<file path="config.mk">
export PLATFORM = sky130hd
export DESIGN_NAME = id_ex_stage
export DESIGN_NICKNAME = d
export VERILOG_FILES = /design/src/rtl/arm_pipe_pkg.sv /design/src/rtl/load_use_detect.sv /design/src/rtl/id_ex_stage.sv
export SDC_FILE = /design/constraint.sdc
export NUM_CORES = 1
export LEC_CHECK = 0
export BUFFER_PORTS_ARGS = -buffer_cell sky130_fd_sc_hd__buf_2
export CORE_UTILIZATION = 48
export CTS_CLUSTER_SIZE = 12
export DETAILED_ROUTE_END_ITERATION = 12
export PLACE_DENSITY = 0.77
export SLEW_MARGIN = 30
export SYNTH_ARGS = -nofsm -noshare
export SYNTH_HDL_FRONTEND = slang
export SYNTH_HIERARCHICAL = 1
export SYNTH_SLANG_ARGS = --single-unit
</file>
<file path="constraint.sdc">
create_clock -name clk -period 3.05 [get_ports clk]
set_input_delay 0.61 -clock clk [delete_from_list [all_inputs] [get_ports clk]]
set_output_delay 0.61 -clock clk [all_outputs]
set_load 0.02 [all_outputs]
</file>
<file path="src/rtl/arm_pipe_pkg.sv">
// Shared ARM pipeline definitions: ID/EX control bundle, opcode/condition constants,
// and the bubble value that squashed or reset pipeline slots carry.
package arm_pipe_pkg;

    localparam logic [3:0] OP_AND  = 4'b0000;
    localparam logic [3:0] OP_EOR  = 4'b0001;
    localparam logic [3:0] OP_SUB  = 4'b0010;
    localparam logic [3:0] OP_ADD  = 4'b0100;
    localparam logic [3:0] OP_CMP  = 4'b1010;
    localparam logic [3:0] OP_ORR  = 4'b1100;
    localparam logic [3:0] OP_MOV  = 4'b1101;
    localparam logic [3:0] OP_NOP  = 4'b1110;

    localparam logic [3:0] COND_AL = 4'b1110;

    // ASCII "NOP", right-justified, used by the optional keyword trace
    localparam logic [47:0] KW_NOP = 48'h0000004E4F50;

    typedef struct packed {
        logic [3:0] opcode;
        logic [1:0] am;
        logic       s_enable;
        logic       load_instr;
        logic       rf_enable;
        logic       size_enable;
        logic       rw_enable;
        logic       mem_enable;
        logic       bl_instr;
        logic       b_instr;
        logic [3:0] cond;
        logic [3:0] rn;
        logic [3:0] rm;
        logic [3:0] rd;
        logic       uses_rm;
    } ctrl_bundle_t;

    localparam ctrl_bundle_t BUBBLE_BUNDLE = '{
        opcode:      OP_NOP,
        am:          2'b00,
        s_enable:    1'b0,
        load_instr:  1'b0,
        rf_enable:   1'b0,
        size_enable: 1'b0,
        rw_enable:   1'b0,
        mem_enable:  1'b0,
        bl_instr:    1'b0,
        b_instr:     1'b0,
        cond:        COND_AL,
        rn:          4'd0,
        rm:          4'd0,
        rd:          4'd0,
        uses_rm:     1'b0
    };

    // An invalid decode slot keeps its control bits for visibility, but must not
    // write the register file, touch memory or redirect the PC.
    function automatic ctrl_bundle_t mask_invalid(input ctrl_bundle_t b, input logic valid);
        ctrl_bundle_t r;
        r = b;
        if (!valid) begin
            r.rf_enable  = 1'b0;
            r.rw_enable  = 1'b0;
            r.mem_enable = 1'b0;
            r.b_instr    = 1'b0;
            r.bl_instr   = 1'b0;
        end
        return r;
    endfunction

endpackage

</file>
<file path="src/rtl/load_use_detect.sv">
// Combinational load-use hazard detector: a load in EX whose destination is read
// by the instruction currently in ID.
module load_use_detect (
    input  logic       i_ex_valid,
    input  logic       i_ex_load_instr,
    input  logic       i_ex_rf_enable,
    input  logic [3:0] i_ex_rd,
    input  logic       i_id_valid,
    input  logic [3:0] i_id_rn,
    input  logic [3:0] i_id_rm,
    input  logic       i_id_uses_rm,
    output logic       o_hazard
);

    logic w_ex_is_load;
    logic w_rn_match;
    logic w_rm_match;

    assign w_ex_is_load = i_ex_valid & i_ex_load_instr & i_ex_rf_enable;
    assign w_rn_match   = (i_id_rn == i_ex_rd);
    assign w_rm_match   = i_id_uses_rm & (i_id_rm == i_ex_rd);
    assign o_hazard     = w_ex_is_load & i_id_valid & (w_rn_match | w_rm_match);

endmodule

</file>
<file path="src/rtl/id_ex_stage.sv">
// ID/EX pipeline register with flush/stall/load-use bubble insertion and a
// saturating bubble counter. Optional keyword trace enabled by KEYWORD_TRACE_EN.
module id_ex_stage
    import arm_pipe_pkg::*;
#(
    parameter int BUBBLE_CNT_W = 16
) (
    input  logic                    clk,
    input  logic                    rst_n,
    input  logic                    id_valid,
    input  logic [3:0]              id_opcode,
    input  logic [1:0]              id_am,
    input  logic                    id_s_enable,
    input  logic                    id_load_instr,
    input  logic                    id_rf_enable,
    input  logic                    id_size_enable,
    input  logic                    id_rw_enable,
    input  logic                    id_mem_enable,
    input  logic                    id_bl_instr,
    input  logic                    id_b_instr,
    input  logic [3:0]              id_cond,
    input  logic [3:0]              id_rn,
    input  logic [3:0]              id_rm,
    input  logic [3:0]              id_rd,
    input  logic                    id_uses_rm,
`ifdef KEYWORD_TRACE_EN
    input  logic [47:0]             id_keyword,
    output logic [47:0]             ex_keyword,
`endif
    input  logic                    ex_flush,
    input  logic                    ex_stall,
    output logic                    ex_valid,
    output logic [3:0]              ex_opcode,
    output logic [1:0]              ex_am,
    output logic                    ex_s_enable,
    output logic                    ex_load_instr,
    output logic                    ex_rf_enable,
    output logic                    ex_size_enable,
    output logic                    ex_rw_enable,
    output logic                    ex_mem_enable,
    output logic                    ex_bl_instr,
    output logic                    ex_b_instr,
    output logic [3:0]              ex_cond,
    output logic [3:0]              ex_rn,
    output logic [3:0]              ex_rm,
    output logic [3:0]              ex_rd,
    output logic                    ex_uses_rm,
    output logic                    id_hold,
    output logic [BUBBLE_CNT_W-1:0] bubble_cnt
);

    ctrl_bundle_t            r_ex;
    logic                    r_ex_valid;
    logic [BUBBLE_CNT_W-1:0] r_bubble_cnt;

    ctrl_bundle_t            w_id_bundle;
    ctrl_bundle_t            w_load_bundle;
    logic                    w_hazard;
    logic                    w_cnt_sat;

    assign w_id_bundle = '{
        opcode:      id_opcode,
        am:          id_am,
        s_enable:    id_s_enable,
        load_instr:  id_load_instr,
        rf_enable:   id_rf_enable,
        size_enable: id_size_enable,
        rw_enable:   id_rw_enable,
        mem_enable:  id_mem_enable,
        bl_instr:    id_bl_instr,
        b_instr:     id_b_instr,
        cond:        id_cond,
        rn:          id_rn,
        rm:          id_rm,
        rd:          id_rd,
        uses_rm:     id_uses_rm
    };

    assign w_load_bundle = mask_invalid(w_id_bundle, id_valid);

    load_use_detect u_load_use_detect (
        .i_ex_valid      (r_ex_valid),
        .i_ex_load_instr (r_ex.load_instr),
        .i_ex_rf_enable  (r_ex.rf_enable),
        .i_ex_rd         (r_ex.rd),
        .i_id_valid      (id_valid),
        .i_id_rn         (id_rn),
        .i_id_rm         (id_rm),
        .i_id_uses_rm    (id_uses_rm),
        .o_hazard        (w_hazard)
    );

    // A flush squashes whatever ID holds, so upstream must advance, not hold.
    assign id_hold   = (ex_stall | w_hazard) & ~ex_flush;
    assign w_cnt_sat = &r_bubble_cnt;

    // Priority per edge: flush, then stall, then load-use bubble, then normal load.
    always_ff @(posedge clk or negedge rst_n) begin
        if (!rst_n) begin
            r_ex         <= BUBBLE_BUNDLE;
            r_ex_valid   <= 1'b0;
            r_bubble_cnt <= '0;
        end else if (ex_flush) begin
            r_ex         <= BUBBLE_BUNDLE;
            r_ex_valid   <= 1'b0;
        end else if (ex_stall) begin
            r_ex         <= r_ex;
            r_ex_valid   <= r_ex_valid;
        end else if (w_hazard) begin
            r_ex         <= BUBBLE_BUNDLE;
            r_ex_valid   <= 1'b0;
            if (!w_cnt_sat) begin
                r_bubble_cnt <= r_bubble_cnt + BUBBLE_CNT_W'(1);
            end
        end else begin
            r_ex         <= w_load_bundle;
            r_ex_valid   <= id_valid;
        end
    end

`ifdef KEYWORD_TRACE_EN
    logic [47:0] r_ex_keyword;

    always_ff @(posedge clk or negedge rst_n) begin
        if (!rst_n) begin
            r_ex_keyword <= KW_NOP;
        end else if (ex_flush) begin
            r_ex_keyword <= KW_NOP;
        end else if (ex_stall) begin
            r_ex_keyword <= r_ex_keyword;
        end else if (w_hazard) begin
            r_ex_keyword <= KW_NOP;
        end else begin
            r_ex_keyword <= id_keyword;
        end
    end

    assign ex_keyword = r_ex_keyword;
`endif

    assign ex_valid       = r_ex_valid;
    assign ex_opcode      = r_ex.opcode;
    assign ex_am          = r_ex.am;
    assign ex_s_enable    = r_ex.s_enable;
    assign ex_load_instr  = r_ex.load_instr;
    assign ex_rf_enable   = r_ex.rf_enable;
    assign ex_size_enable = r_ex.size_enable;
    assign ex_rw_enable   = r_ex.rw_enable;
    assign ex_mem_enable  = r_ex.mem_enable;
    assign ex_bl_instr    = r_ex.bl_instr;
    assign ex_b_instr     = r_ex.b_instr;
    assign ex_cond        = r_ex.cond;
    assign ex_rn          = r_ex.rn;
    assign ex_rm          = r_ex.rm;
    assign ex_rd          = r_ex.rd;
    assign ex_uses_rm     = r_ex.uses_rm;
    assign bubble_cnt     = r_bubble_cnt;

endmodule

</file>
==> results.md <==
- Post_cts resized: 0
- Cell family with most CP delay: simple AND/OR/NAND/NOR gates
- Slew headroom: 60.61%
- Crit path time final: 2506 ps
- CTS max path bufs: 2
- IO buf count: 84
- Worst EP required: 2440 ps
- Fmax: 399.1 MHz
- Final Wtd Congestion: between 0.8 and 0.9
- Nets: 285
- Number of antenna violations at the first check in global routing: 0
- Worst Tran Pin Value: 590.9 ps
- Clock Latency Late Sink: 300 ps
- Hold-fix buffers at CTS: 0
- Cell mode on critical path: nor2_1
- Yosys reg bits: 48
- Root Driver: clkbuf_8
- CTS sink count: 48
- HP Class: input pin to async pin
- Detailed Route WL: about 4500 µm
- Pwr dens: 455.5 nW/µm²
- Final worst-path cycle share: approximately 82%
- YS warnings: 6
- Number of flops mapped to enable cells by yosys: 0
- Sum Neg Setup Slack: 0 ps
- Die Wd: approximately 68 µm
- CTS tree: built
- Routed len/inst: approximately 15 µm
- Yosys cell types: 34
- Placed cells: approximately 290
- Crit Path Max Fanout: 4
- Synthesized Nets: 199
- Post-route DRC: 0
- Max cap viols: 0
- RSZ-0062 raised after global routing: false
- FF-to-FF Start: ex_rd[1]
- WHS: 312.1 ps
- Site row count: 23
- Avg Synthesized Cell Area: approximately 13 µm²
- Layout cells sized above 1: a little over two fifths
- Post-synth top flop: dfrtp_1
- DP HPWL: 3205 µm
- Core area: 4086 µm²
- Final Core Density: about two thirds
- Cells after synthesis: 162
- Clock Skew: ~5.8 ps
- Initial core utilization: 51.13%
- Worst-path clk slew: 90 ps
- Max-slew violations: 0
- Critical path's slowest cell: dfrtp_1
- Vias in the first global route: between 1500 and 2000
- IO Pins: 85
- Async SR Flop Fraction: 100.0%
- Fin. Hold Viols: 0
- H-tree Lvls: 2
- Post-DR vias/cell: 5.475
- Area after DPL: approximately 2600 µm²
- Area Growth Syn to Fin: 27.07%
- Crit end category: output port
- Most frequent cells in the layout: 83 x buf_2, 42 x dfrtp_1, 21 x a22o_1, 12 x xnor2_1, 9 x nand4_1
- Die area: 4621 µm²
- Commonest non-fill, non-tap cell in the layout: buf_2
- Setup violations, final: 0
- Worst path max stage delay: around 440 ps
- Crit path kind: flip-flop to output port
- Share of the yosys chip area belonging to registers: 57.84%
- Filler cells: around 350
- Design Area, Final: about 2700 µm²
- Share of the synthesized area in the top cell type: approximately 50%
- CP startpoint: ex_rd[1]
- Lkg Pwr: approximately 1.4 nW
- Post-Syn Area: 2090 µm²
- Iteration-0 DRC count of the detailed router: 94
- Critical Path AT: 1900 ps
- Status: finished, final reports clean
- FF+latch area: between 1000 and 1500 µm²
- Total CTS buffers: 5
- DR pass1 iterations: 7
- Synth area leaders: dfrtp_1 50%, a22o_1 8.8%, dfstp_2 7.5%, xnor2_1 5.0%, xor2_1 3.4%
- Area of the multi-input gates: 844.6 µm²
- Die height: approximately 68 µm
- Sum of buffers and inverters on the critical path: 2
- Antenna diode count: 0
- Peak VDD IR: ~0.00033 V
- ANT nets after route: 0
- Finished Layout Cells: 299
- Post-CTS setup buffer count: 0
- First-pass GRT wire length: 7272 µm
- Largest net degree at the start of global routing: 49
- Total GRT Usage: 21.65%
- Final global-route overflow total: 0
- Sequence of cells on the critical path: xor2_1 -> nor3_1 -> nand3_1 -> a21oi_1 -> buf_4 -> nor2_1 -> nor2_1 -> buf_2
- Total number of vias: roughly 1600
- Area leader, netlist: dfrtp_1
- Crit start category: flip-flop
-- flip-flops by register name, indices dropped and copies added, names as in the netlist --
signal and cells:
ex_rf_enable 1, ex_opcode 4, ex_size_enable 1, ex_valid 1
ex_load_instr 1, ex_rm 4, ex_s_enable 1, ex_rn 4
ex_uses_rm 1, ex_rw_enable 1, bubble_cnt 16, ex_mem_enable 1
ex_bl_instr 1, ex_am 2, ex_rd 4, ex_b_instr 1
ex_cond 4
-- worst paths after layout --
check | depth (start not counted) | end | slack, ps
setup / recovery | 8 | id_hold | 540
setup reg to reg | 8 | bubble_cnt[6] | 550
min in group clk | 1 | bubble_cnt[10] | 490
hold / removal | 1 | bubble_cnt[0] | 310
max in group asynchronous | 1 | bubble_cnt[7] | 2340
hold reg to reg | 1 | bubble_cnt[10] | 490
-- stage by stage --
stage               setup slack, ps  total power, mW
floorplan                     503.2           0.7608
global placement              340.6           0.8322
detailed placement            286.1           0.8357
CTS                           514.7            1.228
global route                  381.9            1.272
finish                        544.5            1.209
-- power by group --
group          total (mW)  internal [mW]  switching [mW]  leakage, nW
clock network       0.388          0.184           0.204       0.0445
registers           0.677          0.662          0.0154        0.634
logic               0.144         0.0587          0.0855        0.706
-- cell families (layout without fill, tap and decap cells) --
group	count (synthesis)	in the layout	synth area share [%]
flip-flops	48	48	57.84
AND/OR/NAND/NOR	46	46	14.97
AO/OA/AOI/OAI	37	37	15.27
XOR/XNOR	20	20	8.383
buffers and inverters	8	95	1.856
multiplexers	2	2	1.078
adder cells (fa/ha/maj)	1	1	0.5987
-- cell usage after synthesis (2+ instances only) --
library cell / count
a22o_1: 21
a31oi_1: 2
a32o_1: 5
and3_1: 5
and4_1: 4
clkbuf_1: 6
dfrtp_1: 42
dfstp_2: 6
mux2_1: 2
nand2_1: 5
nand3_1: 6
nand4_1: 9
nor2_1: 4
nor3_1: 2
o22a_1: 6
xnor2_1: 12
xor2_1: 8
-- worst reg2reg max path: stages (launching register included) --
cell and delay, ps:
dfrtp_1 440, xor2_1 180, nor3_1 220, nand3_1 110
a21oi_1 200, or3b_1 520, nor2_4 220, and3_1 190
mux2_1 310
-- final cells by class --
class	count	share of cell area, %
clock inverters	1	0.2828
flip-flops and latches	48	45.52
multi-input cells	106	31.81
well taps	50	2.356
repair buffers	87	16.78
clock buffers	7	3.252
-- metal layers --
metal / wire, µm / track usage, % / part of all wire (%) / vias to the layer above
met3: 287 / 7.000 / 6.4 / 6
met4: 61 / 7.813 / 1.4 / 0
li1: - / - / - / 787
met1: 2008 / 27.00 / 45 / 785
met5: 0 / 0 / 0 / -
met2: 2106 / 34.93 / 47 / 59
No activity file was read; power rests on OpenSTA's default activity.
